--- config.mk ---
export PLATFORM = sky130hd
export DESIGN_NAME = keypad_scan_debounce
export DESIGN_NICKNAME = d
export VERILOG_FILES = /design/src/rtl/keypad_scan_debounce.sv
export SDC_FILE = /design/constraint.sdc
export NUM_CORES = 1
export LEC_CHECK = 0
export CAP_MARGIN = 10
export CORE_ASPECT_RATIO = 0.5
export CORE_MARGIN = 2
export CORE_UTILIZATION = 40
export DETAILED_ROUTE_END_ITERATION = 10
export MAX_ROUTING_LAYER = met4
export PLACE_DENSITY_LB_ADDON = 0.12
export SLEW_MARGIN = 20
export SYNTH_ARGS = -nofsm -noshare
export SYNTH_HDL_FRONTEND = slang
export SYNTH_SLANG_ARGS = --single-unit
--- constraint.sdc ---
create_clock -name clk -period 2.1 [get_ports clk]
set_input_delay 0.525 -clock clk [delete_from_list [all_inputs] [get_ports clk]]
set_output_delay 0.525 -clock clk [all_outputs]
set_load 0.01 [all_outputs]
--- src/rtl/keypad_scan_debounce.sv ---
// 4x4 matrix keypad scanner: walking-zero column drive, per-sweep lowest-code
// detection, and sweep-level press/release debounce feeding the calculator core.
module keypad_scan_debounce #(
  parameter int SCAN_CYCLES     = 50_000,
  parameter int DEBOUNCE_SWEEPS = 4
) (
  input  logic       clk,
  input  logic       rst,
  input  logic [3:0] row,
  output logic [3:0] col,
  output logic [4:0] key_code,
  output logic       key_valid,
  output logic       key_held
);

  localparam int DW = (SCAN_CYCLES > 1) ? $clog2(SCAN_CYCLES) : 1;
  localparam int CW = $clog2(DEBOUNCE_SWEEPS + 1);
  localparam logic [DW-1:0] DIV_LAST = DW'(SCAN_CYCLES - 1);
  localparam logic [CW-1:0] CNT_MAX  = CW'(DEBOUNCE_SWEEPS);
  localparam logic [4:0]    NO_KEY   = 5'd16;

  typedef enum logic [1:0] {IDLE, PRESS_CHECK, HELD} state_t;

  logic [DW-1:0] div_q;
  logic [1:0]    slot_q;
  logic [3:0]    col_q;
  logic [4:0]    best_q, res_q;
  logic          eval_q;

  state_t        state_q, state_d;
  logic [4:0]    cand_q, cand_d;
  logic [CW-1:0] cnt_q, cnt_d, cnt_inc;
  logic [4:0]    key_code_q, key_code_d;
  logic          key_valid_q, key_valid_d;
  logic          key_held_q, key_held_d;
  logic          accept, rel_key;

  logic [4:0]    slot_code, sweep_min;
  logic          sample;

  // Lowest row wins within a slot; code = 4*row + slot.
  always_comb begin
    slot_code = NO_KEY;
    for (int r = 3; r >= 0; r--) begin
      if (!row[r]) slot_code = {1'b0, 2'(r), slot_q};
    end
    sweep_min = (slot_code < best_q) ? slot_code : best_q;
    sample    = (div_q == DIV_LAST);
  end

  always_ff @(posedge clk or posedge rst) begin
    if (rst) begin
      div_q  <= '0;
      slot_q <= 2'd0;
      col_q  <= 4'b1110;
      best_q <= NO_KEY;
      res_q  <= NO_KEY;
      eval_q <= 1'b0;
    end else begin
      eval_q <= sample && (slot_q == 2'd3);
      if (sample) begin
        div_q  <= '0;
        slot_q <= slot_q + 2'd1;
        col_q  <= {col_q[2:0], col_q[3]};
        if (slot_q == 2'd3) begin
          res_q  <= sweep_min;
          best_q <= NO_KEY;
        end else begin
          best_q <= sweep_min;
        end
      end else begin
        div_q <= div_q + DW'(1);
      end
    end
  end

  // FSM state register
  always_ff @(posedge clk or posedge rst) begin
    if (rst) begin
      state_q     <= IDLE;
      cand_q      <= NO_KEY;
      cnt_q       <= '0;
      key_code_q  <= NO_KEY;
      key_valid_q <= 1'b0;
      key_held_q  <= 1'b0;
    end else begin
      state_q     <= state_d;
      cand_q      <= cand_d;
      cnt_q       <= cnt_d;
      key_code_q  <= key_code_d;
      key_valid_q <= key_valid_d;
      key_held_q  <= key_held_d;
    end
  end

  // FSM next state; only evaluated on the cycle after the slot-3 sample
  always_comb begin
    state_d = state_q;
    cand_d  = cand_q;
    cnt_d   = cnt_q;
    accept  = 1'b0;
    rel_key = 1'b0;
    cnt_inc = (cnt_q == CNT_MAX) ? CNT_MAX : cnt_q + CW'(1);
    if (eval_q) begin
      case (state_q)
        IDLE: begin
          if (res_q != NO_KEY) begin
            cand_d = res_q;
            if (CNT_MAX == CW'(1)) begin
              accept = 1'b1;
            end else begin
              cnt_d   = CW'(1);
              state_d = PRESS_CHECK;
            end
          end
        end
        PRESS_CHECK: begin
          if (res_q == NO_KEY) begin
            state_d = IDLE;
            cnt_d   = '0;
          end else if (res_q == cand_q) begin
            if (cnt_inc == CNT_MAX) accept = 1'b1;
            else                    cnt_d  = cnt_inc;
          end else begin
            cand_d = res_q;
            cnt_d  = CW'(1);
          end
        end
        HELD: begin
          if (res_q == key_code_q) begin
            cnt_d = '0;
          end else if (cnt_inc == CNT_MAX) begin
            rel_key = 1'b1;
            state_d = IDLE;
            cnt_d   = '0;
          end else begin
            cnt_d = cnt_inc;
          end
        end
        default: state_d = IDLE;
      endcase
    end
    if (accept) begin
      state_d = HELD;
      cnt_d   = '0;
    end
  end

  // FSM outputs (registered on the next edge)
  always_comb begin
    key_code_d  = key_code_q;
    key_held_d  = key_held_q;
    key_valid_d = 1'b0;
    if (accept) begin
      key_code_d  = cand_d;
      key_held_d  = 1'b1;
      key_valid_d = 1'b1;
    end else if (rel_key) begin
      key_code_d = NO_KEY;
      key_held_d = 1'b0;
    end
  end

  assign col       = col_q;
  assign key_code  = key_code_q;
  assign key_valid = key_valid_q;
  assign key_held  = key_held_q;

endmodule
### Word level (Yosys, flattened, before mapping)

Index checks and enable logic that the tools add are counted.

* bits in registers: 50
* output and inout bits: 11
* word-level logic and storage cells: 81

* add/sub/neg operators: 3
* magnitude comparators: 1
* eq/ne operators: 15
* muxes and demuxes: 42
* reduce and logical (&&, ||, !) cells: 8

Operator list (number)
* 5-bit 2-to-1 mux: 12
* 3-bit 2-to-1 mux: 9
* 16-bit by 1-bit adder with 16-bit output (second input constant): 1
* 16-bit equality test (second input constant): 1
* 16-bit 2-to-1 mux: 1
* 2-bit 2-to-1 mux: 6
* 3-bit != test (second input constant): 4
* 1-bit 2-to-1 mux: 11
* 5-bit equality test: 2
* 5-bit != test (second input constant): 2
* 5-bit case mux with 2 select lines: 1
* 3-bit case mux with 3 select lines: 1
* 3-bit equality test (second input constant): 2
* 2-bit case mux with 3 select lines: 1
* 5-bit equality test (second input constant): 1
* 5-bit < comparator: 1
* 5-bit AND reduction: 1
* 2-bit equality test (second input constant): 2
* 4-bit AND reduction: 1
* 2-bit nonzero test: 2
* 4-bit nonzero test: 1
* 3-bit by 1-bit adder with 3-bit output (second input constant): 1
* 2-bit by 1-bit adder with 2-bit output (second input constant): 1
* 2-bit by 1-bit equality test with 1-bit output (second input constant): 1
* 3 further kinds: 3

### Depth between registers and ports, before layout

* depth in word-level cells: 10
* gate-level depth with buffers: 10
* depth with buffers taken out: 9

### Worst setup path after synthesis

OpenSTA, ideal clock, no wires.

* path type: input port to flip-flop
* start: input row[3]
* end: register best_q[0]
* library setup time: 95 ps
* arrival time: 2482 ps
* path slack: -477 ps
* cell stages on the path: 10
* path buffers: 1
* path through: nand2b_1 > a21boi_0 > ha_1 > a21o_1 > a21o_1 > a221oi_1 > buf_4 > and2_1 > nand2_1 > o31ai_1

* longest elaborated chain between the ends: 7

RTL lines
* from (decl): line 9 `input logic [3:0] row,`
* 5-bit 2-to-1 mux (*) (4 in series): line 45 `if (!row[r]) slot_code = {1'b0, 2'(r), slot_q};`
* 5-bit < comparator: line 47 `sweep_min = (slot_code < best_q) ? slot_code : best_q;`
* 5-bit 2-to-1 mux (*): line 47
* 5-bit 2-to-1 mux (*): line 65 `if (slot_q == 2'd3) begin`
* to (signal assigned): line 69 `best_q <= sweep_min;`
* to (decl): line 27 `logic [4:0] best_q, res_q;`

Every way passes the cells marked *; elsewhere a longest branch is shown, timed or not.
A chain may end at the register's enable or synchronous reset.

### Worst setup path after layout

Same ends and word-level chain as after synthesis.

==> metrics.txt <==
run status complete, but fails checks; failing checks negative setup slack; number of remaining DRC errors 0; antenna violations before repair 0; number of hold-slack violations in the final timing report 0; main area contributors after synthesis sky130_fd_sc_hd__dfrtp_1 (41%), sky130_fd_sc_hd__dfstp_2 (7.0%), sky130_fd_sc_hd__ha_1 (5.2%); number of buffers between clock root and the deepest sink 2; Synth top area share about 41%; number of nets in the synthesized netlist 277; most used standard cell by instance count after synthesis sky130_fd_sc_hd__dfrtp_1; share of post-route cells with drive strength above 1 24.0%; CTS H-Tree Depth 2; sequential area share after synthesis between 40% and 50%; clock tree from TritonCTS built; number of endpoints failing setup at the final stage 4; clock tree sinks 50; I/O Buffers 16; IO Count 17; cts hold-fix bufs 0; slack of the critical path -0.0390 ns; Synth cell types 50; Via Count between 1,500 and 2,000; area post-placement between 3000 and 4000 um^2; Starting Density a little over two fifths; WL per Instance 14.0 um; worst max-slew margin expressed relative to the limit between 60 and 70%; Initial DRT Pass Iterations 4; Req. time, crit path around 2.3 ns; Horiz. Die Dim around 120 um; post-synthesis instance area ~2600 um^2; number of global-route vias before repair 1,992; VDD IR-drop max approximately 0.00032 V; area of the die approximately 7300 um^2; estimated wirelength of the detail-placed design ~3800 um; top cell types by occurrence after synthesis sky130_fd_sc_hd__dfrtp_1 (43), sky130_fd_sc_hd__nand2_1 (36), sky130_fd_sc_hd__nor2_1 (19); total power density per cell area 557 nW/um^2; total of flip-flops plus latches after synthesis 50; core utilization of the finished layout between 50 and 60%; vias per inst 5.14; hold_ws about 0.46 ns; register clock-pin slew on the reported worst setup and hold paths ~0.060 ns; number of flops mapped to enable cells by yosys 0; max-capacitance violation count 0; maximum number of pins on one net before global-route repair 51; Total Negative Setup Slacks -0.0750 ns; placed instance count 375; maximum clock rate roughly 470 MHz; synthesized area per cell roughly 10 um^2; count of non-filler cells in the finished layout between 300 and 400; maximum fanout count along the critical path 4; arrival time of the worst setup path 2.33 ns; primary flip-flop cell chosen by synthesis mapping sky130_fd_sc_hd__dfrtp_1; Non-Filler Cell Area, Final about 3300 um^2; Design Power ~1.8 mW; chip height 61.3 um; layout overhead on the synthesized area 25.5%; drt initial violations 103; count of nets left with antenna violations after detail routing 0; sum of overflow across all layers after global routing 0; ratio of final minimum period to clock period 102%; root buffer cell sky130_fd_sc_hd__clkbuf_16; pin slew with the least headroom to its limit around 0.46 ns; Std-Cell Rows 20; minimum clock period 2.14 ns; synthesized instance count 260; Setup Skew ~0.0041 ns; RSZ-0062 raised after global routing yes; kind of critical path input pin to flip-flop; first-pass GRT wire length just over 9000 um; Inserted Clock Buffers 5; class of the most critical hold timing path flip-flop to flip-flop; global router's overall resource usage around 17%; Core ar. about 6200 um^2; post-placement worst setup slack -0.747 ns; latest clock arrival within the worst-skew pair between 0.2 and 0.3 ns; Nets roughly 320; detailed-route wire length ~5400 um; count of inserted antenna diode cells 0; number of slew-limit violations in the final report 0; RD Place Congestion between 0.8 and 0.9; leakage power total 1.57 nW; area leader, netlist sky130_fd_sc_hd__dfrtp_1; async set or reset register ratio after synthesis 100%; warning count from the yosys run 0; Critical Path Start Type input pin; type of element capturing the critical path flip-flop; Fillers slightly below 600
-- placed cells by master, fill, tap and decap left out, drive strengths merged, types with 8 or more instances in the layout --
| cell | count |
|---|---|
| dfrtp | 43 |
| inv | 18 |
| a22o | 10 |
| clkdlybuf4s50 | 12 |
| o21ai | 10 |
| xor2 | 14 |
| xnor2 | 12 |
| ha | 11 |
| nand3 | 8 |
| nand2 | 36 |
| nor2 | 19 |
| buf | 27 |
-- layout make-up --
cell class	instances	area (um^2)	share of cell area (%)
tap	88	110	3.34
timing repair buffer	39	352	10.7
inverter	18	67.6	2.05
clock buffer	7	143	4.33
clock inverter	1	5.00	0.152
multi-input combinational	185	1360	41.2
sequential	50	1260	38.3
-- repair_timing --
action / in CTS / in global routing
buffers inserted: 1 / 3
endpoints found under the setup margin: 11 / 16
cloned: 1 / 0
pin swaps: 12 / 11
resized for setup: 27 / 16
-- layer usage --
layer / wire length (um) / share of wire, % / vias up / global-route usage [%]
met2: 2580 / 48 / 18 / 28.3
met4: 63 / 1.2 / 0 / 5.44
li1: - / - / 988 / -
met1: 2610 / 48 / 983 / 20.0
met5: 0 / 0 / - / -
met3: 155 / 2.9 / 7 / 4.63
-- registers in the layout, summed over array words and instances (netlist names) --
signal / flops
eval_q: 1
col: 4
key_valid: 1
key_code: 5
best_q: 5
state_q: 2
key_held: 1
cnt_q: 3
slot_q: 2
res_q: 5
cand_q: 5
div_q: 16
-- kinds of logic after synthesis --
logic type               after synthesis  synth area share (%)
adder cells (fa/ha/maj)               11                  5.24
XOR/XNOR                              26                  8.67
flip-flops                            50                  48.0
AO/OA/AOI/OAI                         54                  15.2
multiplexers                           4                  1.52
buffers and inverters                 25                  4.10
AND/OR/NAND/NOR                       90                  17.3
-- power by group --
group          switching [mW]  internal, mW  leakage [nW]  total, mW
logic                  0.0339        0.0254         0.865     0.0592
clock network           0.340         0.473        0.0739      0.812
registers                   0         0.964         0.627      0.964
total                   0.374          1.46          1.57       1.84
-- worst max-delay path, cell delays in order --
cell and delay (ns):
sky130_fd_sc_hd__buf_6 0.09, sky130_fd_sc_hd__nand2b_4 0.13, sky130_fd_sc_hd__a21boi_4 0.16, sky130_fd_sc_hd__ha_4 0.23, sky130_fd_sc_hd__a21o_1 0.15, sky130_fd_sc_hd__a21o_1 0.17
sky130_fd_sc_hd__a221oi_4 0.36, sky130_fd_sc_hd__and2_4 0.23, sky130_fd_sc_hd__nand2_2 0.05, sky130_fd_sc_hd__o31ai_2 0.22
-- worst paths after layout --
path	start	endpoint	slack (ns)	cells past startpoint
max	row[3]	best_q[0]	-0.04	10
min	div_q[0]	div_q[0]	0.46	1
max reg2reg	best_q[4]	best_q[0]	0.04	7
min reg2reg	div_q[0]	div_q[0]	0.46	1
max in group asynchronous	rst	col[1]	1.22	3
min in group asynchronous	rst	div_q[13]	0.60	3
No activity file was read; power rests on OpenSTA's default activity.
==> edit: new RTL, same flow settings <==
Set the parameter `SCAN_CYCLES` to 12_500 (it was 50_000).
--- a/src/rtl/keypad_scan_debounce.sv
+++ b/src/rtl/keypad_scan_debounce.sv
@@ -1,7 +1,7 @@
 // 4x4 matrix keypad scanner: walking-zero column drive, per-sweep lowest-code
 // detection, and sweep-level press/release debounce feeding the calculator core.
 module keypad_scan_debounce #(
-  parameter int SCAN_CYCLES     = 50_000,
+  parameter int SCAN_CYCLES     = 12_500,
   parameter int DEBOUNCE_SWEEPS = 4
 ) (
   input  logic       clk,
Check against the original RTL: no difference found for any inputs over 10 cycles, from zero or initial values and one cycle with rst high; that may be too few to reach the edited logic, so the function may still have changed.
==> edit against the original RTL <==
The flow still finishes with violations (setup timing); total power down 0.75%; global-route usage up 0.37 points; largest cell class unchanged; worst setup slack worse by 25 ps; sequential cell count down 2; sequential share of layout area down 2.5 points; final area up 2.5%; combinational power up 52%; wire length down 1.6%; synthesized area down 0.81%; non-clock buffer count up 10; clock power down 1%.
==> edit: results (changes against the original RTL) <==
| Metric | Value |
|---|---|
| Post-synth cell types | `51 (was 50)` |
| Layout cells sized above 1 | `27.1% (was 24.0%)` |
| GPL Wtd Cong | `0.783 (was 0.808)` |
| First-pass GRT wire length | `9340 um (was 9180 um)` |
| Final Skew | `4.09 ps (was 4.08 ps)` |
| Status | `finished with violations (unchanged)` |
| Placed insts | `377 (was 375)` |
| Largest register FFs | `14 (was 16)` |
| Violated checks | `setup timing (unchanged)` |
| Adder-cell share of the synthesized area | `5.28% (was 5.24%)` |
| Mux contribution to synthesized area | `3.60% (was 1.52%)` |
| Post-route setup slack | `-63.5 ps (was -39.0 ps)` |
| DRC marker count from the first detailed-route iteration | `81 (was 103)` |
| Post-synthesis compound-gate area fraction | `16.4% (was 15.2%)` |
| Sequential fraction of the synthesis area | `46.4% (was 48.0%)` |
| Crit Reg-Reg Startpoint | `res_q[0]$_DFFE_PP0P_ (was best_q[4]$_DFFE_PP1N_)` |
| Avg Cell Area, Syn | `10.4 um^2 (was 10.1 um^2)` |
| Peak VDD IR | `0.287 mV (was 0.325 mV)` |
| PortBufs | `16 (unchanged)` |
| Syn Nets | `268 (was 277)` |
| Largest net degree at the start of global routing | `49 (was 51)` |
| Fin nets | `319 (was 316)` |
| Slew headroom | `69.0% (about the same)` |
| Worst R2R Setup Slack | `0 ps (was 40 ps)` |
| Synth Area in XOR/XNOR | `8.07% (was 8.67%)` |
| Non-Filler Instances | `391 (was 388)` |
| Post-synth top cells | `41 x dfrtp_1, 31 x nand2_1, 20 x inv_1 (was 43 x dfrtp_1, 36 x nand2_1, 19 x nor2_1)` |
| CP arrival | `2370 ps (was 2330 ps)` |
| P_leak | `1.56 nW (was 1.57 nW)` |
| WL/cell | `13.6 um (was 14.0 um)` |
| GRT Total Usage | `17.1% (was 16.7%)` |
| Reg2reg path depth | `6 (was 7)` |
| Setup-failing EPs final | `5 (was 4)` |
| Vias in the first global route | `2,013 (was 1,992)` |
| Syn. warnings | `0 (unchanged)` |
| RR Endpoint | `state_q[0]$_DFFE_PP0P_ (was best_q[0]$_DFFE_PP0N_)` |
| Synth area leaders | `dfrtp_1 39%, dfstp_2 7.1%, ha_1 5.3% (was dfrtp_1 41%, dfstp_2 7.0%, ha_1 5.2%)` |
-- edit: power breakdown --
group	leakage [nW]	switching (W)	internal, W
Combinational	0.891	0.0000451	0.0000450
Clock	0.0766	0.000333	0.000470
Sequential	0.594	0.00000162	0.000928
Total	1.56	0.000380	0.00144
-- edit: worst min path at each step --
stage	from	to	slack, ps	cells past startpoint
2_1_floorplan	div_q[11]$_DFF_PP0_	div_q[11]$_DFF_PP0_	450	1
3_3_place_gp	col[1]$_DFFE_PP1N_	col[1]$_DFFE_PP1N_	460	2
3_5_place_dp	col[3]$_DFFE_PP1N_	col[3]$_DFFE_PP1N_	460	2
4_1_cts	col[1]$_DFFE_PP1N_	col[2]$_DFFE_PP1N_	470	2
5_1_grt	col[1]$_DFFE_PP1N_	col[2]$_DFFE_PP1N_	480	2
6_report	col[1]$_DFFE_PP1N_	col[2]$_DFFE_PP1N_	470	2
-- edit: metal layers --
metal	part of all wire [%]	track usage (%)	vias to the layer above
met5	0	-	-
met2	47	29.1	14
met1	50	20.7	957
met3	2.4	4.07	4
li1	-	-	986
met4	0.73	5.51	0
-- edit: worst max-delay path, stage by stage --
cell and delay, ps:
buf_6 100, nand2b_4 130, a21boi_2 130, ha_1 260, a21o_1 170, a21o_1 180
a221oi_4 310, buf_6 170, mux2_4 310, o22ai_2 100
-- edit: final cells by class --
type | instances | area [um^2]
multi-input cells | 178 | 1420
flip-flops and latches | 48 | 1210
clock inverters | 2 | 10.0
inverters | 20 | 75.1
repair buffers | 49 | 417
fillers | 549 | 2800
clock buffers | 6 | 139
well taps | 88 | 110
-- edit: cells by family after synthesis --
logic type	count (synthesis)
AO/OA/AOI/OAI	52
XOR/XNOR	24
adder cells (fa/ha/maj)	11
buffers and inverters	25
flip-flops	48
multiplexers	9
AND/OR/NAND/NOR	82
-- edit: through the flow --
step                      instance area (um^2)  setup WS [ps]  hold slack [ps]
after floorplan                           2630           -291              453
after global placement                    3090           -718              455
after detailed placement                  3090           -811              458
after CTS                                 3310           -101              469
after global routing                      3380           -141              482
final                                     3380          -63.5              466
-- edit: what timing repair did --
item / CTS / global route
setup endpoints to repair: 19 / 34
buffers inserted: 5 / 1
resized for setup: 26 / 14
hold buffers: 0 / 0
pin swaps: 10 / 9
cloned: 0 / 0
